**src/rtl/wb_mem_arbiter.sv**
```systemverilog
// wb_mem_arbiter: round-robin two-master Wishbone B3 arbiter with cycle-long grant hold and stall watchdog.
module wb_mem_arbiter #(
  parameter int AW      = 32,
  parameter int DW      = 32,
  parameter int TIMEOUT = 255
) (
  input  logic            wb_clk_i,
  input  logic            wb_rst_ni,
  input  logic [AW-1:0]   wbm0_adr_i,
  input  logic [DW-1:0]   wbm0_dat_i,
  input  logic [DW/8-1:0] wbm0_sel_i,
  input  logic            wbm0_we_i,
  input  logic            wbm0_cyc_i,
  input  logic            wbm0_stb_i,
  input  logic [2:0]      wbm0_cti_i,
  input  logic [1:0]      wbm0_bte_i,
  output logic [DW-1:0]   wbm0_dat_o,
  output logic            wbm0_ack_o,
  output logic            wbm0_err_o,
  output logic            wbm0_rty_o,
  input  logic [AW-1:0]   wbm1_adr_i,
  input  logic [DW-1:0]   wbm1_dat_i,
  input  logic [DW/8-1:0] wbm1_sel_i,
  input  logic            wbm1_we_i,
  input  logic            wbm1_cyc_i,
  input  logic            wbm1_stb_i,
  input  logic [2:0]      wbm1_cti_i,
  input  logic [1:0]      wbm1_bte_i,
  output logic [DW-1:0]   wbm1_dat_o,
  output logic            wbm1_ack_o,
  output logic            wbm1_err_o,
  output logic            wbm1_rty_o,
  output logic [AW-1:0]   wbs_adr_o,
  output logic [DW-1:0]   wbs_dat_o,
  output logic [DW/8-1:0] wbs_sel_o,
  output logic            wbs_we_o,
  output logic            wbs_cyc_o,
  output logic            wbs_stb_o,
  output logic [2:0]      wbs_cti_o,
  output logic [1:0]      wbs_bte_o,
  input  logic [DW-1:0]   wbs_dat_i,
  input  logic            wbs_ack_i,
  input  logic            wbs_err_i,
  input  logic            wbs_rty_i,
  output logic [1:0]      grant_o
);
  localparam int CW = TIMEOUT > 0 ? $clog2(TIMEOUT + 1) : 1;
  typedef enum logic [1:0] {IDLE = 2'b00, OWN0 = 2'b01, OWN1 = 2'b10} state_t;
  state_t        r_state, w_next;
  logic          r_last;
  logic [CW-1:0] r_cnt;
  logic          w_own0, w_own1, w_cyc, w_stb, w_resp, w_to;
  assign w_own0 = r_state == OWN0;
  assign w_own1 = r_state == OWN1;
  assign w_cyc  = (w_own0 & wbm0_cyc_i) | (w_own1 & wbm1_cyc_i);
  assign w_stb  = w_cyc & ((w_own0 & wbm0_stb_i) | (w_own1 & wbm1_stb_i));
  assign w_resp = wbs_ack_i | wbs_err_i | wbs_rty_i;
  assign w_to   = (TIMEOUT != 0) && w_stb && (r_cnt == CW'(TIMEOUT));
  // Re-arbitrate only when the owner has released cyc; the non-last master wins a tie.
  always_comb begin
    w_next = r_state;
    if (!w_cyc)
      w_next = (wbm0_cyc_i & wbm1_cyc_i) ? (r_last ? OWN0 : OWN1) :
               wbm0_cyc_i ? OWN0 : wbm1_cyc_i ? OWN1 : IDLE;
  end
  always_ff @(posedge wb_clk_i or negedge wb_rst_ni) begin
    if (!wb_rst_ni) begin
      r_state <= IDLE;
      r_last  <= 1'b1;
      r_cnt   <= '0;
    end else begin
      r_state <= w_next;
      if (!w_cyc && w_next != IDLE) r_last <= w_next == OWN1;
      r_cnt   <= (TIMEOUT == 0 || !w_stb || w_resp || w_to) ? '0 : r_cnt + 1'b1;
    end
  end
  assign wbs_adr_o  = w_own0 ? wbm0_adr_i : w_own1 ? wbm1_adr_i : '0;
  assign wbs_dat_o  = w_own0 ? wbm0_dat_i : w_own1 ? wbm1_dat_i : '0;
  assign wbs_sel_o  = w_own0 ? wbm0_sel_i : w_own1 ? wbm1_sel_i : '0;
  assign wbs_we_o   = w_own0 ? wbm0_we_i  : w_own1 ? wbm1_we_i  : 1'b0;
  assign wbs_cti_o  = w_own0 ? wbm0_cti_i : w_own1 ? wbm1_cti_i : '0;
  assign wbs_bte_o  = w_own0 ? wbm0_bte_i : w_own1 ? wbm1_bte_i : '0;
  assign wbs_cyc_o  = w_cyc & ~w_to;
  assign wbs_stb_o  = w_stb & ~w_to;
  // A late slave ack in the timeout cycle is swallowed so the owner sees only err.
  assign wbm0_ack_o = w_own0 & wbs_ack_i & ~w_to;
  assign wbm0_err_o = w_own0 & (wbs_err_i | w_to);
  assign wbm0_rty_o = w_own0 & wbs_rty_i & ~w_to;
  assign wbm1_ack_o = w_own1 & wbs_ack_i & ~w_to;
  assign wbm1_err_o = w_own1 & (wbs_err_i | w_to);
  assign wbm1_rty_o = w_own1 & wbs_rty_i & ~w_to;
  assign wbm0_dat_o = wbs_dat_i;
  assign wbm1_dat_o = wbs_dat_i;
  assign grant_o    = r_state;
endmodule

```
**config.mk**
```make
export PLATFORM = sky130hd
export DESIGN_NAME = wb_mem_arbiter
export DESIGN_NICKNAME = d
export VERILOG_FILES = /design/src/rtl/wb_mem_arbiter.sv
export SDC_FILE = /design/constraint.sdc
export NUM_CORES = 1
export LEC_CHECK = 0
export ABC_AREA = 1
export BUFFER_PORTS_ARGS = -buffer_cell sky130_fd_sc_hd__buf_2
export CAP_MARGIN = 10
export CORE_AREA = 4 4 130 132
export DETAILED_ROUTE_END_ITERATION = 8
export DIE_AREA = 0 0 134 136
export PLACE_DENSITY = 0.5
export SETUP_SLACK_MARGIN = 0.4
export SLEW_MARGIN = 20
export SYNTH_ARGS = -nofsm -noshare
export SYNTH_HDL_FRONTEND = slang
export SYNTH_SLANG_ARGS = --single-unit
```
**constraint.sdc**
```tcl
create_clock -name wb_clk_i -period 1.5 [get_ports wb_clk_i]
set_input_delay 0.45 -clock wb_clk_i [delete_from_list [all_inputs] [get_ports wb_clk_i]]
set_output_delay 0.45 -clock wb_clk_i [all_outputs]
set_load 0.005 [all_outputs]
```
==> impl_metrics.py, run 1 <==
metrics = {
    "timing": {
        "max_freq_mhz": 523,
        "setup_ws_ns": -0.414,
        "post-route-period-util_pct": 128,
        "setup_viol": 91,
        "final.min_clock_period_ns": 1.91,
        "slew_headroom_pct": 58.0,
        "worst-slew-pin-transition_ns": 0.625,
        "rsz0062_at_grt": "true",
        "maxSlewViolCount": 0,
        "final.setup_skew_ns": 0.00291,
        "hold_viol_final": 0,
    },
    "power_and_ir_drop": {
        "total_power_mw": 2.92,
        "worst_ir_drop_vdd_uv": 516,
        "pwr-share-seq_pct": 11.8,
        "power-per-cell-area_nw_per_um2": 811,
        "p_comb_share_pct": 71.7,
        "power_switching_share_pct": 38.1,
        "pwr-share-clk_pct": 16.6,
        "cellInternalPower_mw": 1.81,
        "netSwitchingPower_mw": 1.11,
        "power_leakage_nw": 1.96,
    },
    "placement": {
        "placed_cell_area_sq_um": 3070,
        "place.port_buffers": 240,
        "finalWeightedCongestion": 0.730,
        "dp_hpwl_um": 8380,
    },
    "setup_path": {
        "timing.critical_path.to_type": "output pin",
        "critical_path_class": "reg -> out",
        "crit_path_top_delay_cell": "dfrtp_1",
        "reg2reg_from": "grant_o[0]",
        "path_cells": "inv_2, nand2_4, inv_8, buf_12, buf_16, a22o_1, buf_2",
        "reg2reg_setup_slack_ns": -0.27,
        "critical_path_startpoint_category": "flop",
        "worstReg2RegEnd": "r_cnt[5]",
        "timing.critical_path.slowest_cell_delay_ns": 0.38,
        "rr_worst_depth": 13,
        "timing.critical_path.required_ns": 1.05,
        "worstPathMaxFanout": 22,
        "timing.critical_path.arrival_ns": 1.46,
    },
    "detailed_routing": {
        "detail_route.wirelength_um": 10900,
        "vias_per_cell": 3.93,
        "remaining_drc_errors": 0,
        "detailedRoute.firstIterationViolations": 109,
        "vias": 2596,
        "route.detailed.wl_per_inst_um": 16.4,
        "drt_pre_antenna_iters": 7,
        "antenna_violating_nets_post_route": 0,
    },
    "outcome": {
        "violations_in_the_final_reports": "setup timing",
        "outcome": "finished, violations left",
    },
    "clock_tree": {
        "holdBufCountCts": 0,
        "sinks_on_clock_net": 11,
        "cts.path.max_buffers": 2,
        "clock_insertion_delay_worst_skew_ns": 0.23,
        "cts.reportedPaths.clkPinSlew_ns": 0.04,
        "cts.root.buffer_cell": "clkbuf_16",
        "numCtsBuffers": 3,
        "cts_tree": "built",
        "cts-htree-levels": 1,
    },
    "global_route": {
        "overflow": 0,
        "via_count_of_the_first_global_routing_pass": 2494,
        "grt_first_pass_wirelength_um": 15200,
        "global_route.usage.total_pct": 10.4,
        "largest_net_degree_at_the_start_of_global_routing": 31,
        "antenna_found_initial": 0,
    },
    "synthesis": {
        "avgSynthCellArea_sq_um": 8.00,
        "yosysUniqueCellTypes": 27,
        "netlist_top_cells_area": "a22o_1, buf_4, dfrtp_1, nand2_1, nor2_2",
        "yosysTopAreaCellShare_pct": 33.8,
        "share_of_synthesized_area_occupied_by_flip_flops_and_latches_pct": 14.4,
        "yosysWarningCount": 0,
        "postSynthRegisterBits": 11,
        "synth_nets": 430,
        "synthDominantAreaCellType": "a22o_1",
        "netlist_area_sq_um": 1920,
        "synth_cells": 240,
    },
    "finish": {
        "num_antenna_cells": 0,
        "area_growth_syn_to_layout_pct": 87.6,
        "final_layout_size_suffix_gt1_share_pct": 73.5,
        "stdcell_area_sq_um": 3600,
        "mostFrequentLayoutCells": "buf_2, a22o_1, buf_6, buf_4, nand2_1",
        "final.fill_count": 1753,
        "final_common_cell": "buf_2",
        "nNetsFinal": 636,
    },
    "floorplan": {
        "die-height_um": 136,
        "total_number_of_placement_rows": 46,
        "start_util_pct": 12.2,
        "dieWidth_um": 134,
        "floorplan.core_area_sq_um": 15700,
        "design.portCount": 337,
        "die_area_sq_um": 18200,
    },
    "job": {
        "maxCapViolCount": 0,
    },
    "hold_path": {
        "min_delay_worst_type": "in -> async",
    },
}
sequential cells by signal (all words and copies together), names as in the netlist:
| signal | count |
|---|---|
| r_cnt | 8 |
| r_last | 1 |
| grant_o | 2 |
metal layers:
metal | wire (um) | part of all wire (%) | GRT usage [%]
met2 | 5080 | 47 | 16.8
met4 | 2 | 0.018 | 0.571
met5 | 0 | 0 | 0
met3 | 1120 | 10 | 3.44
met1 | 4650 | 43 | 14.2
cells by family (layout without fill, tap and decap cells):
logic type / after synthesis / after routing / synth area share, %
AO/OA/AOI/OAI: 80 / 80 / 35.6
XOR/XNOR: 4 / 4 / 1.83
adder cells (fa/ha/maj): 1 / 1 / 0.652
buffers and inverters: 94 / 299 / 33.8
flip-flops: 11 / 11 / 14.4
AND/OR/NAND/NOR: 50 / 50 / 13.8
what timing repair did:
| action | CTS | global route |
|---|---|---|
| pin swaps | 10 | 4 |
| cloned | 3 | 0 |
| setup buffers | 12 | 2 |
| resized for setup | 49 | 10 |
| setup endpoints to repair | 94 | 95 |
critical path, delay by kind of cell, from the launching register on:
kind | cells | cell delay, ns
flip-flops | 1 | 0.38
AND/OR/NAND/NOR | 1 | 0.09
buffers and inverters | 5 | 0.60
AO/OA/AOI/OAI | 1 | 0.15
power groups by stage:
stage          Combinational, mW  Sequential (mW)  Clock, mW
2_1_floorplan              0.994            0.346          0
3_3_place_gp                1.69            0.345          0
3_5_place_dp                1.67            0.345          0
4_1_cts                     2.07            0.340      0.501
5_1_grt                     2.24            0.347      0.510
6_report                    2.09            0.343      0.484
per-stage QoR:
stage / hold WS (ns) / std cells / setup TNS (ns) / util (%) / worst slack (ns)
5_1_grt: 0.116 / 661 / -38.57 / 22.9 / -0.484
2_1_floorplan: 0.154 / 240 / -0.449 / - / -0.00921
6_report: 0.0936 / 661 / -31.30 / 22.9 / -0.414
4_1_cts: 0.107 / 659 / -30.71 / 22.5 / -0.409
3_3_place_gp: 0.355 / 640 / -8.28 / 19.5 / -0.175
3_5_place_dp: 0.359 / 640 / -9.01 / 19.5 / -0.189
worst max-delay path by stage:
stage | to | cells past startpoint | slack, ns | start
finish | wbs_adr_o[2] | 7 | -0.41 | grant_o[1]
detailed placement | wbs_adr_o[28] | 4 | -0.19 | grant_o[0]
global placement | wbs_dat_o[17] | 4 | -0.17 | grant_o[0]
floorplan | wbm0_err_o | 5 | -0.009 | r_cnt[0]
CTS | wbs_adr_o[2] | 5 | -0.41 | grant_o[0]
global route | wbs_adr_o[2] | 7 | -0.48 | grant_o[1]
cells in the mapped netlist (all sizes together):
library cell	number
xor2	2
nor2	18
a21oi	3
nand2	20
nand3	8
dfstp	1
buf	79
and3	1
nor3	1
a21boi	1
dfrtp	10
xnor2	2
clkbuf	1
o21ai	1
a22o	74
ha	1
o21bai	1
inv	14
nand4	2
area by class of cell:
| class | instances | area (sq um) | share of cell area (%) |
|---|---|---|---|
| inverter | 14 | 67.6 | 1.88 |
| timing repair buffer | 281 | 1750 | 48.5 |
| clock buffer | 4 | 78.8 | 2.19 |
| multi-input combinational | 135 | 1160 | 32.2 |
| tap | 216 | 270 | 7.51 |
| sequential | 11 | 278 | 7.71 |
No activity file was read; power rests on OpenSTA's default activity.
==> run 2: changes to the inputs <==
--- a/config.mk
+++ b/config.mk
@@ -8,10 +8,13 @@
 export ABC_AREA = 1
 export BUFFER_PORTS_ARGS = -buffer_cell sky130_fd_sc_hd__buf_2
 export CAP_MARGIN = 10
+export CELL_PAD_IN_SITES_DETAIL_PLACEMENT = 0
+export CELL_PAD_IN_SITES_GLOBAL_PLACEMENT = 1
 export CORE_AREA = 4 4 130 132
+export CTS_BUF_LIST = sky130_fd_sc_hd__clkbuf_8
 export DETAILED_ROUTE_END_ITERATION = 8
 export DIE_AREA = 0 0 134 136
-export PLACE_DENSITY = 0.5
+export PLACE_DENSITY = 0.75
 export SETUP_SLACK_MARGIN = 0.4
 export SLEW_MARGIN = 20
 export SYNTH_ARGS = -nofsm -noshare
==> run 2 against run 1 <==
- the flow still finishes with violations (setup timing)
- critical path depth decreased by 1
- sequential power about the same
- die area unchanged
- non-clock buffer count decreased by 1
- critical path type unchanged
- critical endpoint is now wbs_cti_o[1]
==> impl_metrics.py, run 2 (synthesis gave the netlist of run 1 again) <==
metrics = {
    "outcome": {
        "outcome": "finished, violations left",
        "violations_in_the_final_reports": "setup timing",
    },
    "placement": {
        "place.port_buffers": 240,
        "finalWeightedCongestion": 0.822,
        "placed_cell_count": 644,
        "dp_hpwl_um": 8800,
    },
    "floorplan": {
        "dieWidth_um": 134,
        "floorplan.core_area_sq_um": 15700,
        "start_util_pct": 12.2,
        "die-height_um": 136,
        "design.portCount": 337,
        "total_number_of_placement_rows": 46,
        "die_area_sq_um": 18200,
    },
    "clock_tree": {
        "sinks_on_clock_net": 11,
        "cts.root.buffer_cell": "clkbuf_8",
        "cts_tree": "built",
        "clock_insertion_delay_worst_skew_ns": 0.24,
        "numCtsBuffers": 3,
        "cts-htree-levels": 1,
        "holdBufCountCts": 0,
        "cts.path.max_buffers": 2,
        "cts.reportedPaths.clkPinSlew_ns": 0.05,
    },
    "finish": {
        "final.fill_count": 1771,
        "area_growth_syn_to_layout_pct": 85.1,
        "final_common_cell": "buf_2",
        "nNetsFinal": 635,
        "num_antenna_cells": 0,
        "finalCoreUtilization_pct": 22.6,
        "fin_cells": 660,
        "registers.top_by_ff_count": "r_cnt",
        "multi_input_area_sq_um": 1170,
        "mostFrequentLayoutCells": "buf_2, a22o_1, buf_4",
        "register_area_sq_um": 278,
        "final_layout_size_suffix_gt1_share_pct": 73.2,
        "largest_reg_flops": 8,
    },
    "timing": {
        "setup_viol": 82,
        "worst-slew-pin-transition_ns": 0.604,
        "final.min_clock_period_ns": 1.95,
        "rsz0062_at_grt": "true",
        "setup_ws_ns": -0.453,
        "post-route-period-util_pct": 130,
        "slew_headroom_pct": 59.4,
        "max_freq_mhz": 512,
        "final.setup_skew_ns": 0.00270,
        "maxSlewViolCount": 0,
        "hold_viol_final": 0,
    },
    "detailed_routing": {
        "route.detailed.wl_per_inst_um": 17.1,
        "detail_route.wirelength_um": 11300,
        "vias_per_cell": 3.90,
        "detailedRoute.firstIterationViolations": 71,
        "antenna_violating_nets_post_route": 0,
        "vias": 2572,
        "remaining_drc_errors": 0,
        "drt_pre_antenna_iters": 4,
    },
    "global_route": {
        "largest_net_degree_at_the_start_of_global_routing": 30,
        "via_count_of_the_first_global_routing_pass": 2424,
        "antenna_found_initial": 1,
        "overflow": 0,
        "grt_first_pass_wirelength_um": 14700,
        "global_route.usage.total_pct": 10.4,
    },
    "power_and_ir_drop": {
        "power_leakage_nw": 1.95,
        "worst_ir_drop_vdd_uv": 648,
        "power-per-cell-area_nw_per_um2": 771,
    },
    "job": {
        "maxCapViolCount": 0,
    },
    "setup_path": {
        "timing.critical_path.slowest_cell_delay_ns": 0.46,
        "timing.critical_path.to_type": "output pin",
        "worstPathMaxFanout": 13,
        "timing.critical_path.required_ns": 1.05,
        "critical_path_startpoint_category": "flop",
        "timing.critical_path.arrival_ns": 1.50,
        "critical_path_buf_inv_count": 4,
        "path_cells": "nand2_4, clkinv_8, buf_12, buf_4, a22o_1, buf_2",
        "critical_path_class": "reg -> out",
        "cp_top_family": "buffers and inverters",
        "crit_path_top_delay_cell": "dfrtp_2",
    },
    "hold_path": {
        "min_delay_worst_type": "in -> async",
    },
}
run 2: cell types whose count changed in the layout (fill, tap and decap cells not counted), sizes merged:
cell    delta
clkbuf     +1
clkinv     +1
buf        -3
run 2: worst reg2reg max path, stage by stage (launching register included):
cell and delay [ns]:
dfrtp_1 0.38, inv_2 0.12, buf_6 0.12, nand3_2 0.08, nand2_4 0.09, buf_6 0.11, nand2_4 0.05, nor2_4 0.10
buf_6 0.13, nand2_8 0.10, nor2_4 0.12
run 2: timing repair:
action                                  CTS  global route
setup buffers                             4             2
cloned                                    3             3
endpoints found under the setup margin   94            95
pin swaps                                 8             4
gates resized for setup                  30            20
run 2: path summary, 6_finish.rpt:
check	startpoint	to	slack (ns)	cells after the start
worst min register to register	r_last	r_last	0.52	2
max in group asynchronous	wb_rst_ni	r_last	1.15	1
worst max register to register	grant_o[1]	r_cnt[3]	0.04	10
worst max-delay path	grant_o[0]	wbs_cti_o[1]	-0.45	6
min in group wb_clk_i	r_last	r_last	0.52	2
worst min-delay path	wb_rst_ni	grant_o[1]	0.08	1
run 2: stage by stage:
stage                     setup slack, ns  cell area (sq um)  total power [mW]  hold slack [ns]  setup TNS, ns
final                              -0.453               3550              2.74           0.0783         -31.01
after global routing               -0.509               3550              2.90           0.0915         -36.93
after CTS                          -0.441               3410              2.64           0.0832         -31.70
after detailed placement           -0.213               3100              2.03            0.344          -9.10
after global placement             -0.220               3100              2.04            0.347          -8.67
after floorplan                  -0.00921               2020              1.34            0.154         -0.449
run 2: layout make-up:
class	count	area share [%]
multi-input cells	135	32.9
well taps	216	7.61
repair buffers	280	48.5
inverters	14	1.90
flip-flops and latches	11	7.82
clock inverters	1	0.106
clock buffers	3	1.16
run 2: power breakdown:
part | leakage, nW | switching, mW | total (mW) | internal, mW
clock network | 0.0269 | 0.119 | 0.299 | 0.180
registers | 0.146 | 0.0190 | 0.340 | 0.321
logic | 1.78 | 0.964 | 2.10 | 1.14
run 2: layer usage:
metal,wire length [um],part of all wire [%],track usage (%),vias up
met5,13,0.12,0,-
met4,55,0.49,0.914,2
met3,1190,11,4.03,9
met2,5250,47,16.6,192
met1,4750,42,13.9,1159
li1,-,-,-,1210
